--- src/rtl/ramb4_s4_s1_fifo_ctl_pkg.sv ---
// ramb4_s4_s1_fifo_ctl_pkg: RAM geometry constants and pointer/level types
package ramb4_s4_s1_fifo_ctl_pkg;
  localparam int DEPTH_BITS = 4096;
  localparam int NIB_AW = 10;
  localparam int BIT_AW = 12;
  localparam int LVL_W = 13;
  localparam int FULL_LIMIT = 4092;
  typedef logic [NIB_AW-1:0] nptr_t;
  typedef logic [BIT_AW-1:0] bptr_t;
  typedef logic [LVL_W-1:0] lvl_t;
endpackage

--- src/rtl/ramb4_s4_s1_fifo_ctl_ram.sv ---
// ramb4_s4_s1_fifo_ctl_ram: RAMB4_S1_S4 model, 4096x1 read/write port A and 1024x4 write port B
module ramb4_s4_s1_fifo_ctl_ram
  import ramb4_s4_s1_fifo_ctl_pkg::*;
(
  input  logic       clk,
  input  logic       ena_i,
  input  logic       wea_i,
  input  logic       rsta_i,
  input  bptr_t      addra_i,
  input  logic       dia_i,
  output logic       doa_o,
  input  logic       enb_i,
  input  logic       web_i,
  input  nptr_t      addrb_i,
  input  logic [3:0] dib_i
);
  logic mem [DEPTH_BITS];
  always_ff @(posedge clk) begin
    if (ena_i) begin
      if (wea_i) mem[addra_i] <= dia_i;
      doa_o <= rsta_i ? 1'b0 : (wea_i ? dia_i : mem[addra_i]);
    end
    // nibble N occupies bit addresses 4N..4N+3, DIB[k] at 4N+k
    if (enb_i && web_i)
      for (int k = 0; k < 4; k++) mem[{addrb_i, 2'(k)}] <= dib_i[k];
  end
endmodule

--- src/rtl/ramb4_s4_s1_fifo_ctl.sv ---
// ramb4_s4_s1_fifo_ctl: nibble-in / bit-out FIFO controller around a 4096-bit dual-port RAM
module ramb4_s4_s1_fifo_ctl
  import ramb4_s4_s1_fifo_ctl_pkg::*;
#(
  parameter int AFULL_BITS = 3584,
  parameter int AEMPTY_BITS = 16
) (
  input  logic             CLK,
  input  logic             RST,
  input  logic             FLUSH,
  input  logic             PUSH,
  input  logic [3:0]       DIN,
  output logic             FULL,
  output logic             ALMOST_FULL,
  input  logic             POP,
  output logic             DOUT,
  output logic             DOUT_VALID,
  output logic             EMPTY,
  output logic             ALMOST_EMPTY,
  output logic [LVL_W-1:0] LEVEL,
  output logic             OVFL,
  output logic             UDFL
);
  nptr_t wptr_q, wptr_d;
  bptr_t rptr_q, rptr_d;
  lvl_t lvl_q, lvl_d;
  logic ovfl_q, ovfl_d, udfl_q, udfl_d, dv_q;
  logic push_ok, pop_ok;
  always_comb begin
    FULL = lvl_q > lvl_t'(FULL_LIMIT);
    ALMOST_FULL = lvl_q >= lvl_t'(AFULL_BITS);
    EMPTY = lvl_q == '0;
    ALMOST_EMPTY = lvl_q <= lvl_t'(AEMPTY_BITS);
    // flush and reset swallow any push/pop in the same cycle, including the RAM strobes
    push_ok = PUSH & ~FULL & ~FLUSH & ~RST;
    pop_ok = POP & ~EMPTY & ~FLUSH & ~RST;
    wptr_d = FLUSH ? '0 : wptr_q + nptr_t'(push_ok);
    rptr_d = FLUSH ? '0 : rptr_q + bptr_t'(pop_ok);
    lvl_d = FLUSH ? '0 : lvl_q + (push_ok ? lvl_t'(4) : '0) - lvl_t'(pop_ok);
    ovfl_d = ~FLUSH & (ovfl_q | (PUSH & FULL));
    udfl_d = ~FLUSH & (udfl_q | (POP & EMPTY));
    LEVEL = lvl_q;
    OVFL = ovfl_q;
    UDFL = udfl_q;
    DOUT_VALID = dv_q;
  end
  always_ff @(posedge CLK) begin
    if (RST) begin
      wptr_q <= '0;
      rptr_q <= '0;
      lvl_q <= '0;
      ovfl_q <= 1'b0;
      udfl_q <= 1'b0;
      dv_q <= 1'b0;
    end else begin
      wptr_q <= wptr_d;
      rptr_q <= rptr_d;
      lvl_q <= lvl_d;
      ovfl_q <= ovfl_d;
      udfl_q <= udfl_d;
      dv_q <= pop_ok;
    end
  end
  ramb4_s4_s1_fifo_ctl_ram u_ram (
    .clk     (CLK),
    .ena_i   (pop_ok),
    .wea_i   (1'b0),
    .rsta_i  (1'b0),
    .addra_i (rptr_q),
    .dia_i   (1'b0),
    .doa_o   (DOUT),
    .enb_i   (push_ok),
    .web_i   (push_ok),
    .addrb_i (wptr_q),
    .dib_i   (DIN)
  );
endmodule
--- config.mk ---
export PLATFORM = sky130hd
export DESIGN_NAME = ramb4_s4_s1_fifo_ctl
export DESIGN_NICKNAME = d
export VERILOG_FILES = /design/src/rtl/ramb4_s4_s1_fifo_ctl_pkg.sv /design/src/rtl/ramb4_s4_s1_fifo_ctl_ram.sv /design/src/rtl/ramb4_s4_s1_fifo_ctl.sv
export SDC_FILE = /design/constraint.sdc
export NUM_CORES = 2
export LEC_CHECK = 0
export BUFFER_PORTS_ARGS = -buffer_cell sky130_fd_sc_hd__buf_4
export CELL_PAD_IN_SITES_DETAIL_PLACEMENT = 0
export CELL_PAD_IN_SITES_GLOBAL_PLACEMENT = 1
export CORE_MARGIN = 2
export CORE_UTILIZATION = 53
export CTS_BUF_LIST = sky130_fd_sc_hd__clkbuf_4
export CTS_CLUSTER_DIAMETER = 30
export DETAILED_ROUTE_END_ITERATION = 8
export PLACE_DENSITY = 0.82
export SYNTH_ARGS = -nofsm -noshare
export SYNTH_HDL_FRONTEND = slang
export SYNTH_SLANG_ARGS = --single-unit
export TNS_END_PERCENT = 30
--- constraint.sdc ---
create_clock -name CLK -period 3.25 [get_ports CLK]
set_clock_uncertainty 0.2 [all_clocks]
set_input_delay 0.65 -clock CLK [delete_from_list [all_inputs] [get_ports CLK]]
set_output_delay 0.65 -clock CLK [all_outputs]
set_load 0.05 [all_outputs]
==> flow_summary.ini <==
[sta]
relSlewSlack_pct = 23.3
rsz0062_at_grt = yes
fin_ws_ns = -0.832
worstMarginPinSlew_ns = 1.15
setup_viol = 249
hold_viol_final = 0
post-route-period-util_pct = 126
min_period_ns = 4.08
fmax_mhz = 245
slew_violations = 0
hold_slack_ns = 0.202

[power]
powerDensity_nw_per_um2 = 548
internal-power_uw = 83200
p_switching_uw = 23400
p_seq_share_pct = 55.0
pwr-share-comb_pct = 5.0
swShare_pct = 21.9
peakVddDrop_uv = 391
power_frac_clock_pct = 39.9
p_leak_uw = 0.0615

[route]
viasPerCell = 6.52
vias = 96700
route.detailed.drc = 0
first_pass_iters = 6
drtIter0Drc = 15300
wirelength_mm = 489
ant_nets = 0
avgRoutedWirePerCell_microns = 32.9

[clocking]
cts.clk_slew.worst_paths_ns = 0.07
cts_tree = built
cts_sinks = 4135
cts_max_path_buffers = 5
clk_latency_ns = 1.70
htreeDepth = 7
numCtsBuffers = 1109
cts-root-buf = clkbuf_4

[logic_synthesis]
post_synth_num_cell_types = 81
ys_ff_latch = 4135
ys.flop_type = edfxtp_1
postSynthCellCount = 8387
syn_area_per_cell_sq_um = 19.6
synthXorXnorAreaFrac_pct = 0.128
synth_top_family_by_area = multiplexers
yosys_warnings = 0
synth_nets = 8433
synth_area_sq_um = 164000
synthSimpleGateAreaFrac_pct = 3.80
async_flop_share_pct = 0
synth-compound-area-share_pct = 3.34
synth_edf_count = 4097
synth_mux_area_share_pct = 14.7
synth_fa_ha_area_share_pct = 0.287
yosysSeqAreaShare_pct = 75.5

[worst_setup_path]
startpoint_type = flop
worstPathMaxFanout = 13
critPathArrivalTime_ns = 5.30
worstPathRequired_ns = 4.47
crit_type = flop to flop
end_kind = flop

[placed_design]
placed_area_sq_um = 177000
dpl.hpwl_mm = 286
dp_slack_ns = -1.43
portBuffers = 29
place.gp.congestion = 0.890

[finish]
n_fill_cell = 20900
post-route-cell-area_sq_um = 195000
syn_to_final_growth_pct = 18.7
fin_nets = 10100
fin_util_pct = 63.1
drive_gt1_share_pct = 39.4

[floorplanning]
dieArea_sq_um = 314000
fp.dieW_microns = 560
core_sq_um = 308000
initial_core_util_pct = 53.2
io_pins = 30
rows = 204
dieHeight_microns = 560

[run]
max_cap_violations = 0

[global_routing]
grt_pass1_wl_mm = 669
grt_pass1_vias = 96000
grt_max_degree = 131
antenna_found_initial = 40
track_usage_pct = 30.0
grt_overflow_total = 0

[outcome]
status = finished, violations left
violations = negative setup slack

[min_path]
hold_path_class = primary input to flop
cell usage in the layout, fill, tap and decap left out, types with 39 or more instances in the layout:
master and count:
mux4_1 53, clkbuf_4 1515, nand2_1 141, a22oi_1 249, mux2i_1 385, o22ai_1 50
a21oi_1 105, buf_4 767, a221oi_1 60, o21ai_0 60, a22o_1 39, buf_12 240
edfxtp_1 4097, nor2_2 262, nand3_1 65, buf_6 74, clkinv_1 154, nor2_1 609
nor2_4 245, mux4_2 832
cells by family after synthesis:
kind of cell / count (synthesis)
xor gates and xnor gates: 24
and+or+nand+nor: 1519
muxes: 1276
AOI/OAI and AO/OA: 763
buffers and inverters: 633
DFF: 4135
adders and majority gates: 37
per-layer routing:
metal	global-route usage [%]	part of all wire [%]	up-vias
met5	0	0.029	-
met3	8.86	14	1363
met1	39.5	34	49400
met2	45.7	46	7778
met4	15.3	5.7	20
li1	-	-	38200
metrics by stage:
step	power, uW	instances	setup TNS (ns)
4_1_cts	107000	14800	-9.35
3_3_place_gp	64500	13000	-2.73
3_5_place_dp	64500	13000	-10.19
5_1_grt	110000	14800	-165.65
2_1_floorplan	62400	8387	-0.378
6_report	107000	14800	-11.76
final timing paths:
kind,from,slack [ns],cells past startpoint,end
worst min register to register,rptr_q[11],0.38,2,rptr_q[11]
worst min-delay path,RST,0.20,4,rptr_q[2]
worst max register to register,rptr_q[0],-0.83,11,u_ram.doa_o
worst max-delay path,rptr_q[0],-0.83,11,u_ram.doa_o
registers in the layout, indices dropped and copies added, names as in the netlist:
name / count
rptr_q: 12
LEVEL: 13
DOUT_VALID: 1
OVFL: 1
u_ram.mem: 4096
u_ram.doa_o: 1
UDFL: 1
wptr_q: 10
critical path, stage by stage (launching register included):
cell	delay [ns]
dfxtp_4	0.42
buf_4	0.19
clkbuf_16	0.24
buf_4	0.17
mux4_1	0.55
a221oi_1	0.41
o211ai_1	0.28
or3_1	0.43
nand3_1	0.26
and4b_2	0.40
nand4b_1	0.14
o211ai_1	0.09
power by group through the flow:
stage,combinational [uW],clock (uW),sequential (uW)
final,5370,42600,58700
after global routing,5660,45700,58600
after CTS,5240,43000,58700
after detailed placement,4710,0,59800
after global placement,4640,0,59800
after floorplan,2390,0,60000
Yosys cell counts, types with 32 or more instances:
master / number / area, sq um
ha_1: 36 / 450
a221oi_1: 60 / 526
dfxtp_1: 38 / 761
clkbuf_1: 319 / 1200
o22ai_1: 51 / 319
o221ai_1: 32 / 280
o21ai_0: 65 / 325
buf_4: 44 / 330
buf_2: 82 / 410
nor2_1: 1116 / 4190
a21oi_1: 111 / 556
mux4_2: 832 / 18700
edfxtp_1: 4097 / 123000
a22oi_1: 249 / 1870
a22o_1: 39 / 342
buf_6: 76 / 856
nand2_1: 176 / 661
nand3_1: 67 / 335
mux4_1: 53 / 1390
mux2i_1: 385 / 3850
repair_timing:
item,in CTS,in global routing
endpoints found under the hold margin,4191,1
pin swaps,20,76
resized for setup,343,627
endpoints found under the setup margin,425,3988
hold buffers,24,1
buffers inserted,19,37
cloned,1,26
area by class of cell:
| type | instances | area [sq um] | share of cell area, % |
|---|---|---|---|
| Sequential cell | 4135 | 124000 | 63.7 |
| Multi-Input combinational cell | 3619 | 39600 | 20.4 |
| Timing Repair Buffer | 1167 | 13100 | 6.75 |
| Clock buffer | 1515 | 11400 | 5.85 |
| Tap cell | 4120 | 5150 | 2.65 |
| Clock inverter | 221 | 1190 | 0.610 |
| Inverter | 31 | 134 | 0.0688 |
| Antenna cell | 31 | 77.6 | 0.0399 |
No activity file was read; power rests on OpenSTA's default activity.
